===== config.mk =====
export PLATFORM = sky130hd
export DESIGN_NAME = mbist_ctrl
export DESIGN_NICKNAME = d
export VERILOG_FILES = /design/src/rtl/mbist_ctrl.sv
export SDC_FILE = /design/constraint.sdc
export NUM_CORES = 1
export LEC_CHECK = 0
export CAP_MARGIN = 15
export CORE_ASPECT_RATIO = 2
export CORE_MARGIN = 3
export CORE_UTILIZATION = 40
export CTS_CLUSTER_DIAMETER = 40
export DETAILED_ROUTE_END_ITERATION = 6
export MAX_ROUTING_LAYER = met4
export PLACE_DENSITY = 0.72
export SYNTH_ARGS = -nofsm -noshare
export SYNTH_HDL_FRONTEND = slang
export SYNTH_SLANG_ARGS = --single-unit

===== constraint.sdc =====
create_clock -name clk -period 2.6 [get_ports clk]
set_input_delay 0.65 -clock clk [delete_from_list [all_inputs] [get_ports clk]]
set_output_delay 0.65 -clock clk [all_outputs]
set_load 0.03 [all_outputs]

===== src/rtl/mbist_ctrl.sv =====
// March C- memory BIST controller: drives a single-port synchronous memory and
// reports pass/fail plus the address and march element of the first mismatch.
module mbist_ctrl #(
  parameter int unsigned WORD_SIZE = 8,
  parameter int unsigned ADDR_BITS = 4
) (
  input  logic                 clk,
  input  logic                 rst,
  input  logic                 start,
  output logic                 busy,
  output logic                 done,
  output logic                 pass,
  output logic                 fail,
  output logic [ADDR_BITS-1:0] fail_addr,
  output logic [2:0]           fail_elem,
  output logic                 mem_en,
  output logic                 mem_rw,
  output logic [ADDR_BITS-1:0] mem_add,
  output logic [WORD_SIZE-1:0] mem_wdata,
  output logic                 mem_drive,
  input  logic [WORD_SIZE-1:0] mem_rdata
);

  typedef enum logic [2:0] {StIdle, StWrite, StRdIssue, StRdCmp, StDone} state_e;

  localparam logic [ADDR_BITS-1:0] AddrMax = '1;

  state_e               state_q, state_d;
  logic [2:0]           elem_q, elem_d;
  logic [ADDR_BITS-1:0] addr_q, addr_d;
  logic                 pass_q, pass_d;
  logic                 fail_q, fail_d;
  logic [ADDR_BITS-1:0] fail_addr_q, fail_addr_d;
  logic [2:0]           fail_elem_q, fail_elem_d;

  logic                 down;
  logic                 last_addr;
  logic [ADDR_BITS-1:0] addr_step;
  logic [WORD_SIZE-1:0] exp_word;
  logic [WORD_SIZE-1:0] wr_word;

  // Elements 3..5 walk downwards; element data alternates 0/1 as in March C-.
  assign down      = (elem_q >= 3'd3);
  assign last_addr = down ? (addr_q == '0) : (addr_q == AddrMax);
  assign addr_step = down ? (addr_q - 1'b1) : (addr_q + 1'b1);
  assign exp_word  = (elem_q == 3'd2 || elem_q == 3'd4) ? '1 : '0;
  assign wr_word   = (elem_q == 3'd1 || elem_q == 3'd3) ? '1 : '0;

  always_ff @(posedge clk) begin
    if (rst) begin
      state_q     <= StIdle;
      elem_q      <= '0;
      addr_q      <= '0;
      pass_q      <= 1'b0;
      fail_q      <= 1'b0;
      fail_addr_q <= '0;
      fail_elem_q <= '0;
    end else begin
      state_q     <= state_d;
      elem_q      <= elem_d;
      addr_q      <= addr_d;
      pass_q      <= pass_d;
      fail_q      <= fail_d;
      fail_addr_q <= fail_addr_d;
      fail_elem_q <= fail_elem_d;
    end
  end

  always_comb begin
    state_d     = state_q;
    elem_d      = elem_q;
    addr_d      = addr_q;
    pass_d      = pass_q;
    fail_d      = fail_q;
    fail_addr_d = fail_addr_q;
    fail_elem_d = fail_elem_q;
    case (state_q)
      StIdle, StDone: begin
        if (start) begin
          state_d     = StWrite;
          elem_d      = '0;
          addr_d      = '0;
          pass_d      = 1'b0;
          fail_d      = 1'b0;
          fail_addr_d = '0;
          fail_elem_d = '0;
        end
      end
      StWrite: begin
        if (last_addr) begin
          // Next element starts at the far end when it is a down element.
          elem_d  = elem_q + 3'd1;
          addr_d  = (elem_q >= 3'd2) ? AddrMax : '0;
          state_d = StRdIssue;
        end else begin
          addr_d  = addr_step;
          state_d = (elem_q == 3'd0) ? StWrite : StRdIssue;
        end
      end
      StRdIssue: state_d = StRdCmp;
      StRdCmp: begin
        if (mem_rdata != exp_word) begin
          state_d     = StDone;
          fail_d      = 1'b1;
          fail_addr_d = addr_q;
          fail_elem_d = elem_q;
        end else if (elem_q == 3'd5) begin
          if (last_addr) begin
            state_d = StDone;
            pass_d  = 1'b1;
          end else begin
            addr_d  = addr_step;
            state_d = StRdIssue;
          end
        end else begin
          state_d = StWrite;
        end
      end
      default: state_d = StIdle;
    endcase
  end

  always_comb begin
    busy      = 1'b0;
    done      = 1'b0;
    mem_en    = 1'b0;
    mem_rw    = 1'b0;
    mem_wdata = '0;
    case (state_q)
      StWrite: begin
        busy      = 1'b1;
        mem_en    = 1'b1;
        mem_rw    = 1'b1;
        mem_wdata = wr_word;
      end
      StRdIssue: begin
        busy   = 1'b1;
        mem_en = 1'b1;
      end
      StRdCmp: busy = 1'b1;
      StDone:  done = 1'b1;
      default: ;
    endcase
    mem_add   = busy ? addr_q : '0;
    mem_drive = mem_en & mem_rw;
    pass      = pass_q;
    fail      = fail_q;
    fail_addr = fail_addr_q;
    fail_elem = fail_elem_q;
  end

endmodule


==> impl_results.rst, run 1 <==
.. list-table::
   :header-rows: 1

   * - Metric
     - Value
   * - Delay contributed by the slowest stage of the critical path
     - 410 ps
   * - Die height
     - 85.0 microns
   * - GRT Total Usage
     - 0.195
   * - Data required time at the worst endpoint
     - 2720 ps
   * - Synthesized net count
     - 167
   * - Worst-path fanout max
     - 7
   * - Average detailed-routed wire length per instance
     - 16.2 microns
   * - Status
     - finished, final reports clean
   * - Area of the die
     - 0.00387 sq mm
   * - Fraction of registers with async set or reset after synthesis
     - 0
   * - Setup Total Neg Slack
     - 0 ps
   * - Main flop type after synthesis
     - sky130_fd_sc_hd__dfxtp_1
   * - Yosys Warn Count
     - 0
   * - Initial antenna violation count
     - 0
   * - Clk_lat worst skew
     - 250 ps
   * - Num CTS Buffers
     - 3
   * - Pin count of the biggest net entering global routing
     - 12
   * - Synth Register Bits
     - 19
   * - Leakage
     - 0.779 nW
   * - Number of nets in the final layout
     - 205
   * - Post-synth EDFFs
     - 0
   * - Post-DP Area
     - 0.00162 sq mm
   * - Pins over their slew limit
     - 0
   * - Top-level port count
     - 37
   * - Share of the core filled with cells in the final layout
     - 0.570
   * - Grt peak-use layer
     - met2
   * - Setup slack of the critical path after layout
     - 162 ps
   * - Top Family by Delay on Critical Path
     - adder cells
   * - Final Cycle Share
     - 0.938
   * - Per-instance average area after synthesis
     - 8.44 sq um
   * - Number of library cell types mapped by synthesis
     - 45
   * - P&R area growth vs syn
     - 35.9%
   * - Die X
     - 45.5 microns
   * - Max-slew headroom
     - 0.497
   * - Hold/Removal Path Class
     - flip-flop to flip-flop
   * - Power Density
     - 356 mW/mm^2
   * - Capturing element type of the critical path
     - flip-flop
   * - Maximum buffer depth of the clock tree
     - 2
   * - Share of post-route cells with drive strength above 1
     - 0.162
   * - Vias/cell
     - 5.95
   * - Worst Skew
     - 3.19 ps
   * - M2 GR Usage
     - 0.341
   * - Initial detailed-routing violation count
     - 32
   * - Drt total wl
     - 3.49 mm
   * - Vias post-DR
     - 1279
   * - Input/output buffers
     - 36
   * - Routability cong.
     - 0.941
   * - Worst Path Class, Setup
     - flip-flop to flip-flop
   * - Portion of the post-synthesis area used by sequential elements
     - 0.305
   * - Worst hold slack
     - 458 ps
   * - Met1 Track Usage GR
     - 0.202
   * - Startpoint Class
     - flip-flop
   * - Cell Rows
     - 28
   * - Global-route wire length before repair
     - 5.58 mm
   * - Final count of negative-setup-slack endpoints
     - 0
   * - Library cell contributing the largest single delay on the critical path
     - sky130_fd_sc_hd__a211o_2
   * - Total global routing overflow
     - 0
   * - Number of levels the H-tree was split into
     - 1
   * - Antenna fix cells
     - 0
   * - Clock tree from TritonCTS
     - yes
   * - Top library cells by usage in the layout, fill and taps aside
     - 22 x sky130_fd_sc_hd__clkdlybuf4s50_1, 19 x sky130_fd_sc_hd__dfxtp_1, 16 x sky130_fd_sc_hd__buf_4
   * - Number of global-route vias before repair
     - 1236
   * - Initial Util
     - 0.419
   * - Critical path buffer and inverter count
     - 0
   * - Sinks on the clock net
     - 19
   * - Placeable core region
     - 0.00298 sq mm
   * - Layout Cells excl Fill
     - 215
   * - Cell area after technology mapping
     - 0.00125 sq mm
   * - DPL Wire Length
     - 2.78 mm
   * - Final min period
     - 2440 ps
   * - Post-CTS setup-driven buffer insertion count
     - 0
   * - Post-placement setup slack
     - 115 ps
   * - Antenna-violating nets left
     - 0
   * - Clock input transition at the sequential cells of the worst setup and hold paths
     - 70 ps
   * - Worst VDD drop
     - 0.271 mV
   * - Post-route cell area
     - 0.00170 sq mm
   * - Highest clock frequency the design can meet
     - 410 MHz
   * - Buffer type at the clock tree root
     - sky130_fd_sc_hd__clkbuf_8
   * - 1st-pass router iterations
     - 4
   * - RSZ-0062 raised after global routing
     - false
   * - Mapped Cells
     - 148
   * - Series of cell instances along the critical path
     - ha_1, ha_1, a211o_2, ha_4, nand3_1, and3_1, or2_2, a21oi_1, o211ai_1
   * - Final hold violation count
     - 0
   * - Met3 track demand over resource in global routing
     - 0.0255
   * - Pwr Total
     - 0.603 mW
   * - Actual transition at the worst max-transition pin
     - 748 ps
   * - Drt drc
     - 0
   * - CP dominant cell by count
     - sky130_fd_sc_hd__ha_1
   * - Most frequent standard cell in the layout excluding fill and tap cells
     - sky130_fd_sc_hd__clkdlybuf4s50_1
   * - Data arrival time of the critical path
     - 2560 ps
   * - Total placed cells including tap cells
     - 211
   * - Total of max-cap violations
     - 0
-- worst register-to-register path, stage by stage (launching register included) --
cell and delay (ps):
sky130_fd_sc_hd__dfxtp_1 370, sky130_fd_sc_hd__ha_1 220, sky130_fd_sc_hd__ha_1 200, sky130_fd_sc_hd__a211o_2 410, sky130_fd_sc_hd__ha_4 320, sky130_fd_sc_hd__nand3_1 90
sky130_fd_sc_hd__and3_1 200, sky130_fd_sc_hd__or2_2 270, sky130_fd_sc_hd__a21oi_1 140, sky130_fd_sc_hd__o211ai_1 90
-- synthesized netlist by cell type, types with 2 or more instances --
cell type	count	area share
sky130_fd_sc_hd__a21o_1	2	0.012
sky130_fd_sc_hd__a21oi_1	11	0.044
sky130_fd_sc_hd__a22o_1	7	0.049
sky130_fd_sc_hd__and2_1	3	0.015
sky130_fd_sc_hd__and3_1	3	0.015
sky130_fd_sc_hd__buf_2	2	0.0080
sky130_fd_sc_hd__buf_4	7	0.042
sky130_fd_sc_hd__clkbuf_1	2	0.0060
sky130_fd_sc_hd__dfxtp_1	19	0.30
sky130_fd_sc_hd__ha_1	7	0.070
sky130_fd_sc_hd__inv_1	13	0.039
sky130_fd_sc_hd__mux2i_1	3	0.024
sky130_fd_sc_hd__nand2_1	5	0.015
sky130_fd_sc_hd__nand2b_1	4	0.020
sky130_fd_sc_hd__nand3_1	8	0.032
sky130_fd_sc_hd__nand4_1	6	0.030
sky130_fd_sc_hd__nor2_1	10	0.030
sky130_fd_sc_hd__nor3_1	3	0.012
sky130_fd_sc_hd__nor4_1	2	0.010
sky130_fd_sc_hd__o211ai_1	2	0.012
sky130_fd_sc_hd__o21ai_0	2	0.0080
sky130_fd_sc_hd__o22ai_1	2	0.010
sky130_fd_sc_hd__o31a_1	2	0.014
sky130_fd_sc_hd__or3_1	2	0.010
-- layer usage --
layer  up-vias  wire length (microns)
met4         0                    108
met2        37                   1970
met3        11                    131
li1        609                      -
met5         -                      0
met1       622                   1280
-- worst paths after layout --
check	start	end	slack, ps	depth (start not counted)
worst max-delay path	elem_q[0]$_SDFFE_PP0P_	addr_q[3]$_SDFFE_PP0P_	160	9
worst min-delay path	fail$_SDFFE_PP0P_	fail$_SDFFE_PP0P_	460	1
worst max register to register	elem_q[0]$_SDFFE_PP0P_	addr_q[3]$_SDFFE_PP0P_	160	9
worst min register to register	fail$_SDFFE_PP0P_	fail$_SDFFE_PP0P_	460	1
-- sequential cells by signal (all words and copies together) (netlist names) --
register and count:
addr_q 4, fail_elem 3, pass 1, elem_q 3, state_q 3, fail 1, fail_addr 4
-- timing repair --
item,CTS,global route
endpoints found under the setup margin,0,15
resized for setup,0,10
hold buffers,0,0
-- cell type report --
class                   instances  area [sq um]
flip-flops and latches         19           380
inverters                      13          48.8
repair buffers                 44           415
well taps                      30          37.5
fillers                       284          1280
multi-input cells             105           769
clock buffers                   4          45.0
-- cell families (layout without fill, tap and decap cells) --
family	count (synthesis)	after routing	share of synthesized area
compound gates	39	39	0.231
buf+inv	24	61	0.0952
simple gates	52	52	0.232
xor+xnor	2	2	0.0140
fa+ha+maj	8	8	0.0862
mux	4	4	0.0361
flops	19	19	0.305
-- power by group --
part	total, mW	switching [mW]	leakage (nW)	internal (mW)
clock network	0.209	0.0998	0.0228	0.109
logic	0.0962	0.0529	0.603	0.0433
registers	0.299	0.00524	0.153	0.293
Power figures use the tool's default switching activity.
==> inputs of run 2 (changes only) <==
--- a/config.mk
+++ b/config.mk
@@ -11,8 +11,9 @@
 export CORE_UTILIZATION = 40
 export CTS_CLUSTER_DIAMETER = 40
 export DETAILED_ROUTE_END_ITERATION = 6
+export DONT_BUFFER_PORTS = 1
 export MAX_ROUTING_LAYER = met4
-export PLACE_DENSITY = 0.72
+export PLACE_DENSITY = 0.56
 export SYNTH_ARGS = -nofsm -noshare
 export SYNTH_HDL_FRONTEND = slang
 export SYNTH_SLANG_ARGS = --single-unit
==> run 2 against run 1 <==
Power shrank 4.5%. Critical path type unchanged. Wire length shrank 9.2%. Combinational power shrank 33%. First-iteration DRC count grew 16%. Worst hold slack lost 10 ps. Cell count shrank 17%. Die area is the same. Clock power grew 2%.
==> impl_results.rst, run 2 (same netlist as run 1, synthesis figures left out) <==
.. list-table::
   :header-rows: 1

   * - Metric
     - Value
   * - Post-placement setup slack
     - 128 ps
   * - Vias post-DR
     - 1149
   * - Worst setup path start
     - elem_q[0]$_SDFFE_PP0P_
   * - Pwr Total
     - 0.576 mW
   * - Actual transition at the worst max-transition pin
     - 540 ps
   * - Layout fillers
     - 306
   * - Die X
     - 45.5 microns
   * - Data required time at the worst endpoint
     - 2730 ps
   * - Final min period
     - 2490 ps
   * - Input/output buffers
     - 0
   * - Total of max-cap violations
     - 0
   * - Sinks on the clock net
     - 19
   * - Pins over their slew limit
     - 0
   * - Routability cong.
     - 0.850
   * - Number of global-route vias before repair
     - 1118
   * - Average detailed-routed wire length per instance
     - 17.7 microns
   * - GRT Total Usage
     - 0.176
   * - Drt total wl
     - 3.17 mm
   * - Highest clock frequency the design can meet
     - 401 MHz
   * - Placeable core region
     - 0.00298 sq mm
   * - Initial detailed-routing violation count
     - 37
   * - Final hold violation count
     - 0
   * - Most frequent standard cell in the layout excluding fill and tap cells
     - sky130_fd_sc_hd__dfxtp_1
   * - Final Cycle Share
     - 0.959
   * - Worst flop-to-flop path startpoint
     - elem_q[0]$_SDFFE_PP0P_
   * - Worst VDD drop
     - 0.289 mV
   * - Max-slew headroom
     - 0.639
   * - Final count of negative-setup-slack endpoints
     - 0
   * - 1st-pass router iterations
     - 4
   * - RSZ-0062 raised after global routing
     - false
   * - Hold-fix buffers, CTS
     - 0
   * - Die height
     - 85.0 microns
   * - Initial antenna violation count
     - 0
   * - P&R area growth vs syn
     - 8.12%
   * - Top-level port count
     - 37
   * - Status
     - finished, final reports clean
   * - Pin count of the biggest net entering global routing
     - 13
   * - Startpoint Class
     - flip-flop
   * - Data arrival time of the critical path
     - 2630 ps
   * - Hold/Removal Path Class
     - input pin to flip-flop
   * - Number of levels the H-tree was split into
     - 1
   * - Setup Total Neg Slack
     - 0 ps
   * - Buffer type at the clock tree root
     - sky130_fd_sc_hd__clkbuf_8
   * - Share of post-route cells with drive strength above 1
     - 0.134
   * - Clock input transition at the sequential cells of the worst setup and hold paths
     - 70 ps
   * - Cell Rows
     - 28
   * - Worst Path Class, Setup
     - flip-flop to flip-flop
   * - Area occupied by multi-input gates
     - 766 sq um
   * - Area of all sequential standard cells
     - 380 sq um
   * - Clk_lat worst skew
     - 260 ps
   * - Leakage
     - 0.539 nW
   * - Number of nets in the final layout
     - 169
   * - Setup slack of the critical path after layout
     - 107 ps
   * - Clock tree from TritonCTS
     - yes
   * - Worst Skew
     - 2.94 ps
   * - Capturing element type of the critical path
     - flip-flop
   * - Area of the die
     - 0.00387 sq mm
   * - Drt drc
     - 0
   * - Top library cells by usage in the layout, fill and taps aside
     - 19 x sky130_fd_sc_hd__dfxtp_1, 13 x sky130_fd_sc_hd__inv_1, 11 x sky130_fd_sc_hd__a21oi_1
   * - Worst hold slack
     - 447 ps
   * - Initial Util
     - 0.419
   * - Post-CTS setup-driven buffer insertion count
     - 0
   * - Vias/cell
     - 6.42
   * - Maximum buffer depth of the clock tree
     - 2
   * - DPL Wire Length
     - 2.47 mm
   * - Power Density
     - 427 mW/mm^2
   * - Num CTS Buffers
     - 3
   * - Worst-path fanout max
     - 7
   * - Antenna-violating nets left
     - 0
   * - Global-route wire length before repair
     - 5.07 mm
   * - # resized after CTS
     - 0
   * - Startpoint of the most critical hold path
     - rst
   * - Total global routing overflow
     - 0
   * - Antenna fix cells
     - 0
run 2: worst max-delay path, stage by stage, from the launching register on:
cell                       delay (ps)
sky130_fd_sc_hd__dfxtp_1          370
sky130_fd_sc_hd__ha_1             220
sky130_fd_sc_hd__ha_1             200
sky130_fd_sc_hd__a211o_4          360
sky130_fd_sc_hd__ha_1             340
sky130_fd_sc_hd__a21oi_1          220
sky130_fd_sc_hd__a21oi_1          120
sky130_fd_sc_hd__or2_2            310
sky130_fd_sc_hd__a21oi_1          150
sky130_fd_sc_hd__o211ai_1          90
run 2: worst paths after layout:
| check | end | slack (ps) | depth (start not counted) |
|---|---|---|---|
| setup reg to reg | addr_q[3]$_SDFFE_PP0P_ | 110 | 9 |
| setup / recovery | addr_q[3]$_SDFFE_PP0P_ | 110 | 9 |
| hold reg to reg | state_q[1]$_SDFFE_PP0P_ | 550 | 1 |
| hold / removal | elem_q[1]$_SDFFE_PP0P_ | 450 | 1 |
run 2: final cells by class:
| cell class | instances | area share |
|---|---|---|
| well taps | 30 | 0.0278 |
| inverters | 13 | 0.0361 |
| multi-input cells | 105 | 0.567 |
| flip-flops and latches | 19 | 0.282 |
| clock buffers | 4 | 0.0334 |
| repair buffers | 8 | 0.0538 |
run 2: metrics by stage:
stage | utilization | cell area (sq um) | instances
detailed placement | 0.435 | 1300 | 175
CTS | 0.450 | 1340 | 179
global placement | 0.435 | 1300 | 175
floorplan | - | 1250 | 148
finish | 0.453 | 1350 | 179
global route | 0.453 | 1350 | 179
run 2: report_power, final:
part	switching (mW)	total (mW)	internal [mW]
clock	0.104	0.213	0.109
combinational	0.0451	0.0645	0.0194
sequential	0.00511	0.299	0.293
run 2: per-layer routing:
metal  vias up  GRT usage  share of wire
met5         -          -              0
met4         0     0.0667          0.025
met3         9     0.0191          0.067
met2        58      0.307           0.52
met1       541      0.193           0.39
li1        541          -              -
==> inputs of run 3 (changes only) <==
--- a/config.mk
+++ b/config.mk
@@ -5,7 +5,6 @@
 export SDC_FILE = /design/constraint.sdc
 export NUM_CORES = 1
 export LEC_CHECK = 0
-export CAP_MARGIN = 15
 export CORE_ASPECT_RATIO = 2
 export CORE_MARGIN = 3
 export CORE_UTILIZATION = 40
==> results of run 3 <==
Same layout as run 2: the final DEF is identical, and so are final timing and power.
